<file path="src/rtl/tmds_channel_decoder.sv">
// Receive-side TMDS channel decoder: hunts for the 10-bit word boundary using control tokens,
// then decodes aligned words into video bytes, control pairs and TERC4 nibbles.
module tmds_channel_decoder #(
  parameter int unsigned LOCK_COUNT    = 8,
  parameter int unsigned SEARCH_CYCLES = 4096,
  parameter int unsigned LOSS_CYCLES   = 4096
) (
  input  logic       clk,
  input  logic       reset_n,
  input  logic [9:0] raw_in,
  output logic       locked,
  output logic [3:0] bit_offset,
  output logic       de,
  output logic [1:0] ctrl,
  output logic [7:0] data,
  output logic [3:0] terc4,
  output logic       terc4_hit
);

  localparam int unsigned TokW    = $clog2(LOCK_COUNT + 1);
  localparam int unsigned SearchW = (SEARCH_CYCLES > 1) ? $clog2(SEARCH_CYCLES) : 1;
  localparam int unsigned IdleW   = $clog2(LOSS_CYCLES + 1);

  localparam logic [TokW-1:0]    LockVal    = TokW'(LOCK_COUNT);
  localparam logic [SearchW-1:0] SearchLast = SearchW'(SEARCH_CYCLES - 1);
  localparam logic [IdleW-1:0]   LossVal    = IdleW'(LOSS_CYCLES);

  typedef enum logic [0:0] {StHunt, StLocked} state_e;

  // {hit, c1, c0}
  function automatic logic [2:0] ctrl_lookup(input logic [9:0] x);
    case (x)
      10'h354: return 3'b100;
      10'h0AB: return 3'b101;
      10'h154: return 3'b110;
      10'h2AB: return 3'b111;
      default: return 3'b000;
    endcase
  endfunction

  // {hit, nibble}
  function automatic logic [4:0] terc4_lookup(input logic [9:0] x);
    case (x)
      10'h29C: return 5'h10;
      10'h263: return 5'h11;
      10'h2E4: return 5'h12;
      10'h2E2: return 5'h13;
      10'h171: return 5'h14;
      10'h11E: return 5'h15;
      10'h18E: return 5'h16;
      10'h13C: return 5'h17;
      10'h2CC: return 5'h18;
      10'h139: return 5'h19;
      10'h19C: return 5'h1A;
      10'h2C6: return 5'h1B;
      10'h28E: return 5'h1C;
      10'h271: return 5'h1D;
      10'h163: return 5'h1E;
      10'h2C3: return 5'h1F;
      default: return 5'h00;
    endcase
  endfunction

  function automatic logic [7:0] video_decode(input logic [9:0] x);
    logic [7:0] q;
    logic [7:0] d;
    q    = x[9] ? ~x[7:0] : x[7:0];
    d[0] = q[0];
    for (int i = 1; i < 8; i++) begin
      d[i] = x[8] ? (q[i] ^ q[i-1]) : ~(q[i] ^ q[i-1]);
    end
    return d;
  endfunction

  state_e             state_q, state_d;
  logic [9:0]         prev_q, w_q, w_d;
  logic [3:0]         offset_q, offset_d;
  logic [TokW-1:0]    tok_cnt_q, tok_cnt_d, tok_inc;
  logic [SearchW-1:0] search_cnt_q, search_cnt_d;
  logic [IdleW-1:0]   idle_cnt_q, idle_cnt_d, idle_inc;
  logic               locked_q, locked_d, de_q, de_d, terc4_hit_q, terc4_hit_d;
  logic [1:0]         ctrl_q, ctrl_d;
  logic [7:0]         data_q, data_d;
  logic [3:0]         terc4_q, terc4_d;
  logic [2:0]         tok_info;
  logic [4:0]         terc_info;
  logic               is_tok;

  // Earlier word sits in the low half, so offset 0 selects the previous raw word.
  always_comb begin
    w_d = 10'({raw_in, prev_q} >> offset_q);
  end

  always_comb begin
    tok_info  = ctrl_lookup(w_q);
    terc_info = terc4_lookup(w_q);
    is_tok    = tok_info[2];
    tok_inc   = tok_cnt_q + 1'b1;
    idle_inc  = idle_cnt_q + 1'b1;

    state_d      = state_q;
    offset_d     = offset_q;
    tok_cnt_d    = tok_cnt_q;
    search_cnt_d = search_cnt_q;
    idle_cnt_d   = idle_cnt_q;

    unique case (state_q)
      StHunt: begin
        tok_cnt_d    = is_tok ? tok_inc : '0;
        search_cnt_d = search_cnt_q + 1'b1;
        if (is_tok && tok_inc == LockVal) begin
          state_d      = StLocked;
          tok_cnt_d    = '0;
          search_cnt_d = '0;
          idle_cnt_d   = '0;
        end else if (search_cnt_q == SearchLast) begin
          offset_d     = (offset_q == 4'd9) ? 4'd0 : offset_q + 4'd1;
          tok_cnt_d    = '0;
          search_cnt_d = '0;
        end
      end
      StLocked: begin
        idle_cnt_d = is_tok ? '0 : idle_inc;
        if (!is_tok && idle_inc == LossVal) begin
          state_d      = StHunt;
          tok_cnt_d    = '0;
          search_cnt_d = '0;
          idle_cnt_d   = '0;
        end
      end
    endcase

    locked_d    = 1'b0;
    de_d        = 1'b0;
    ctrl_d      = 2'b00;
    data_d      = 8'h00;
    terc4_d     = 4'h0;
    terc4_hit_d = 1'b0;
    if (state_q == StLocked) begin
      locked_d    = 1'b1;
      terc4_hit_d = terc_info[4];
      terc4_d     = terc_info[3:0];
      if (is_tok) begin
        ctrl_d = tok_info[1:0];
      end else begin
        de_d   = 1'b1;
        data_d = video_decode(w_q);
        ctrl_d = ctrl_q;
      end
    end
  end

  always_ff @(posedge clk or negedge reset_n) begin
    if (!reset_n) begin
      state_q      <= StHunt;
      prev_q       <= '0;
      w_q          <= '0;
      offset_q     <= '0;
      tok_cnt_q    <= '0;
      search_cnt_q <= '0;
      idle_cnt_q   <= '0;
      locked_q     <= 1'b0;
      de_q         <= 1'b0;
      ctrl_q       <= 2'b00;
      data_q       <= 8'h00;
      terc4_q      <= 4'h0;
      terc4_hit_q  <= 1'b0;
    end else begin
      state_q      <= state_d;
      prev_q       <= raw_in;
      w_q          <= w_d;
      offset_q     <= offset_d;
      tok_cnt_q    <= tok_cnt_d;
      search_cnt_q <= search_cnt_d;
      idle_cnt_q   <= idle_cnt_d;
      locked_q     <= locked_d;
      de_q         <= de_d;
      ctrl_q       <= ctrl_d;
      data_q       <= data_d;
      terc4_q      <= terc4_d;
      terc4_hit_q  <= terc4_hit_d;
    end
  end

  assign locked     = locked_q;
  assign bit_offset = offset_q;
  assign de         = de_q;
  assign ctrl       = ctrl_q;
  assign data       = data_q;
  assign terc4      = terc4_q;
  assign terc4_hit  = terc4_hit_q;

endmodule

</file>
<file path="config.mk">
export PLATFORM = sky130hd
export DESIGN_NAME = tmds_channel_decoder
export DESIGN_NICKNAME = d
export VERILOG_FILES = /design/src/rtl/tmds_channel_decoder.sv
export SDC_FILE = /design/constraint.sdc
export NUM_CORES = 1
export LEC_CHECK = 0
export ABC_AREA = 1
export BUFFER_PORTS_ARGS = -buffer_cell sky130_fd_sc_hd__clkbuf_2
export CAP_MARGIN = 25
export CORE_UTILIZATION = 41
export DETAILED_ROUTE_END_ITERATION = 10
export PLACE_DENSITY = 0.69
export SLEW_MARGIN = 20
export SYNTH_ARGS = -nofsm -noshare
export SYNTH_HDL_FRONTEND = slang
export SYNTH_SLANG_ARGS = --single-unit
</file>
<file path="constraint.sdc">
create_clock -name clk -period 1.8 [get_ports clk]
set_input_delay 0.27 -clock clk [delete_from_list [all_inputs] [get_ports clk]]
set_output_delay 0.27 -clock clk [all_outputs]
set_load 0.005 [all_outputs]
</file>
==> flow_summary_export.csv <==
group,metric,value,unit
run_status,status,"finished clean",
clock_tree,cts_tree,"yes",
synthesis,ys_async_sr_fraction,1.00,
detailed_routing,drtIter0Drc,230,
sta,hold_viol,0,
synthesis,yosysSeqAreaShare,0.418,
sta,worst_pin_slew,0.556,ns
final_layout,postLayoutCoreUtil,0.523,
synthesis,synth_ff_type,"dfrtp_1",
clock_tree,numCtsBuffers,9,
sta,fin_skew,0.0121,ns
worst_setup_path,crit_required,2.03,ns
pwr,power,3.46,mW
clock_tree,cts_buffer_depth,2,
final_layout,diodes,0,
detailed_routing,wl,10.1,mm
synthesis,synth_seq_cells,71,
sta,fin_crit_sh,0.998,
synthesis,synth_compound_area_frac,0.0921,
pwr,ir_drop,0.307,mV
synthesis,yosys.area_share.simple,0.357,
flow_run,cap_viol_max_count,0,
sta,setup_viol,0,
final_layout,final_cell_mix,"186 x nand2_1, 67 x dfrtp_1, 57 x nand3_1, 50 x inv_1, 48 x nor2_1",
sta,fin_crit,1.80,ns
synthesis,syn_nets,606,
synthesis,avgSynthCellArea,7.22,sq um
synthesis,yosys.area.top_type,"dfrtp_1",
place,dp_hpwl,7.10,mm
detailed_routing,drcViolationCount,0,
worst_setup_path,crit_fanout,20,
sta,timing.hold.ws,0.0371,ns
pwr,powerDensity,669,nW/um^2
worst_setup_path,critPathMaxStageDelay,0.35,ns
hold_path,hp-start,"raw_in[9]",
floorplanning,die_h,104,microns
synthesis,ys_warn_count,0,
final_layout,area_growth,21.8,%
synthesis,synth_top_family_by_area,"simple AND/OR/NAND/NOR gates",
clock_tree,cts_root_buf,"clkbuf_8",
sta,tns,0,ns
synthesis,ys_top_cells_by_area,"dfrtp_1 42%, nand2_1 17%, nand3_1 6.8%",
grt,grt_pass1_vias,3786,
pwr,p_leak,2.66,nW
final_layout,drive_gt1_frac,0.201,
final_layout,nNetsFinal,670,
final_layout,layout_commonest_cell,"nand2_1",
worst_setup_path,worstPathArrival,2.03,ns
detailed_routing,vias_per_cell,5.17,
worst_setup_path,crit_type,"register to register",
sta,fmax,557,MHz
synthesis,synthAdderAreaFrac,0.0147,
clock_tree,htreeDepth,3,
worst_setup_path,crit_path_cell_trace,"buf_4, ha_4, nand3_4, nor2_4, nand3_2, nand2_2, nand3_1, nor2_1, nand2_1, buf_12, nand3_1, nand2_1",
clock_tree,clock_sinks,71,
grt,grt-ovfl-total,0,
synthesis,syn_area,4250,sq um
sta,rsz0062_at_grt,"true",
worst_setup_path,critPathLaunch,"idle_cnt_q[1]",
synthesis,synth-edff-count,0,
clock_tree,clk_pin_slew,0.08,ns
place,port-buffer-count,32,
sta,slew_violations,0,
detailed_routing,drt-pass1-iter-count,5,
floorplanning,start_util,0.429,
synthesis,synthMuxAreaShare,0.00471,
worst_setup_path,start_kind,"register",
place,gp_congestion,0.887,
synthesis,synth_top_area_share,0.418,
detailed_routing,vias,4089,
clock_tree,clk_latency,0.35,ns
worst_setup_path,critical_path.endpoint_type,"register",
grt,grt.total_usage,0.194,
worst_setup_path,regToRegStartpoint,"idle_cnt_q[1]",
grt,antenna_found_initial,0,
synthesis,postSynthCellCount,589,
synthesis,synth-xor-area-share,0.0412,
worst_setup_path,rrSetupSlack,0.004,ns
grt,grt_max_degree,41,
floorplanning,io_pins,33,
sta,relSlewSlack,0.629,
synthesis,synth_cell_types,35,
grt,grt_pass1_wl,17.3,mm
floorplanning,die_area,10800,sq um
detailed_routing,routedWlPerCell,12.8,microns
floorplanning,coreArea,9910,sq um
detailed_routing,ant_nets,0,
floorplanning,fp-row-count,36,
floorplanning,fp.dieW,104,microns
worst_setup_path,worst_path_max_delay_cell,"dfrtp_1",
hold_path,hp-class,"primary input to register",
## where the power goes
group          internal, mW  switching (mW)  total (mW)
registers              1.62          0.0212        1.64
clock network         0.968           0.638        1.61
logic                0.0786           0.141       0.220
## cell families (layout without fill, tap and decap cells)
family | Yosys count | after routing
AOI/OAI and AO/OA | 69 | 69
muxes | 2 | 2
adders and majority gates | 5 | 5
buffers and inverters | 77 | 146
and+or+nand+nor | 345 | 345
DFF | 71 | 71
xor gates and xnor gates | 20 | 20
## flip-flops by register name, indices dropped and copies added, names as in the netlist
register,count
tok_cnt_q,4
prev_q,10
state_q,1
w_q,10
bit_offset,4
terc4,4
data,8
search_cnt_q,12
idle_cnt_q,13
ctrl,2
locked,1
terc4_hit,1
de,1
## cell type report
class	count	area, sq um
clock buffers	10	138
repair buffers	72	515
clock inverters	6	115
inverters	57	218
flip-flops and latches	71	1780
multi-input cells	441	2240
repair inverters	1	7.51
fillers	922	4730
well taps	133	166
## layer usage
layer | vias up | track usage | part of all wire
met4 | 0 | 0.0480 | 0.0096
met3 | 10 | 0.0548 | 0.064
met5 | - | 0 | 0
met1 | 1899 | 0.254 | 0.45
met2 | 144 | 0.317 | 0.47
li1 | 2036 | - | -
## critical path: cells and delay by family (launching register included)
family	cells	cell delay, ns
adders and majority gates	1	0.15
buffers and inverters	2	0.29
DFF	1	0.35
and+or+nand+nor	9	0.89
## timing repair
| item | CTS | global route |
|---|---|---|
| hold endpoints to repair | 38 | 0 |
| cloned | 0 | 1 |
| gates resized for setup | 2 | 25 |
| buffers inserted | 5 | 7 |
| hold buffers | 1 | 0 |
| pin swaps | 3 | 7 |
| setup endpoints to repair | 20 | 43 |
## metrics by stage
stage | setup WS, ns | area [sq um] | cells
5_1_grt | -0.154 | 5180 | 791
4_1_cts | 0.00336 | 5050 | 783
3_3_place_gp | 0.0450 | 4740 | 761
3_5_place_dp | -0.0299 | 4740 | 761
6_report | 0.00406 | 5180 | 791
2_1_floorplan | 0.159 | 4250 | 589
## final timing paths
kind	to	depth (start not counted)
max in group asynchronous	bit_offset[0]	3
min reg2reg	ctrl[0]	2
min	prev_q[9]	1
min in group asynchronous	prev_q[8]	2
max	tok_cnt_q[2]	12
max reg2reg	tok_cnt_q[2]	12
## cells in the mapped netlist (2+ instances only)
cell       number
nand2_2         2
mux2i_1         2
nor2_2          5
a21oi_1         7
dfrtp_1        71
o211ai_1        6
nand2_1       189
clkbuf_1       10
nand3_2         2
nor2_4          5
o21ai_1         7
or2_2           8
nor2_1         51
clkinv_1        2
nand4_1        15
buf_2           5
o2111ai_1       2
o21ai_0        36
ha_1            5
xor2_1         19
nand3_1        58
nor3_1          7
inv_1          51
nand3b_1        2
buf_4           3
inv_2           4
o22ai_1         7
(Power assumes the default switching activity.)
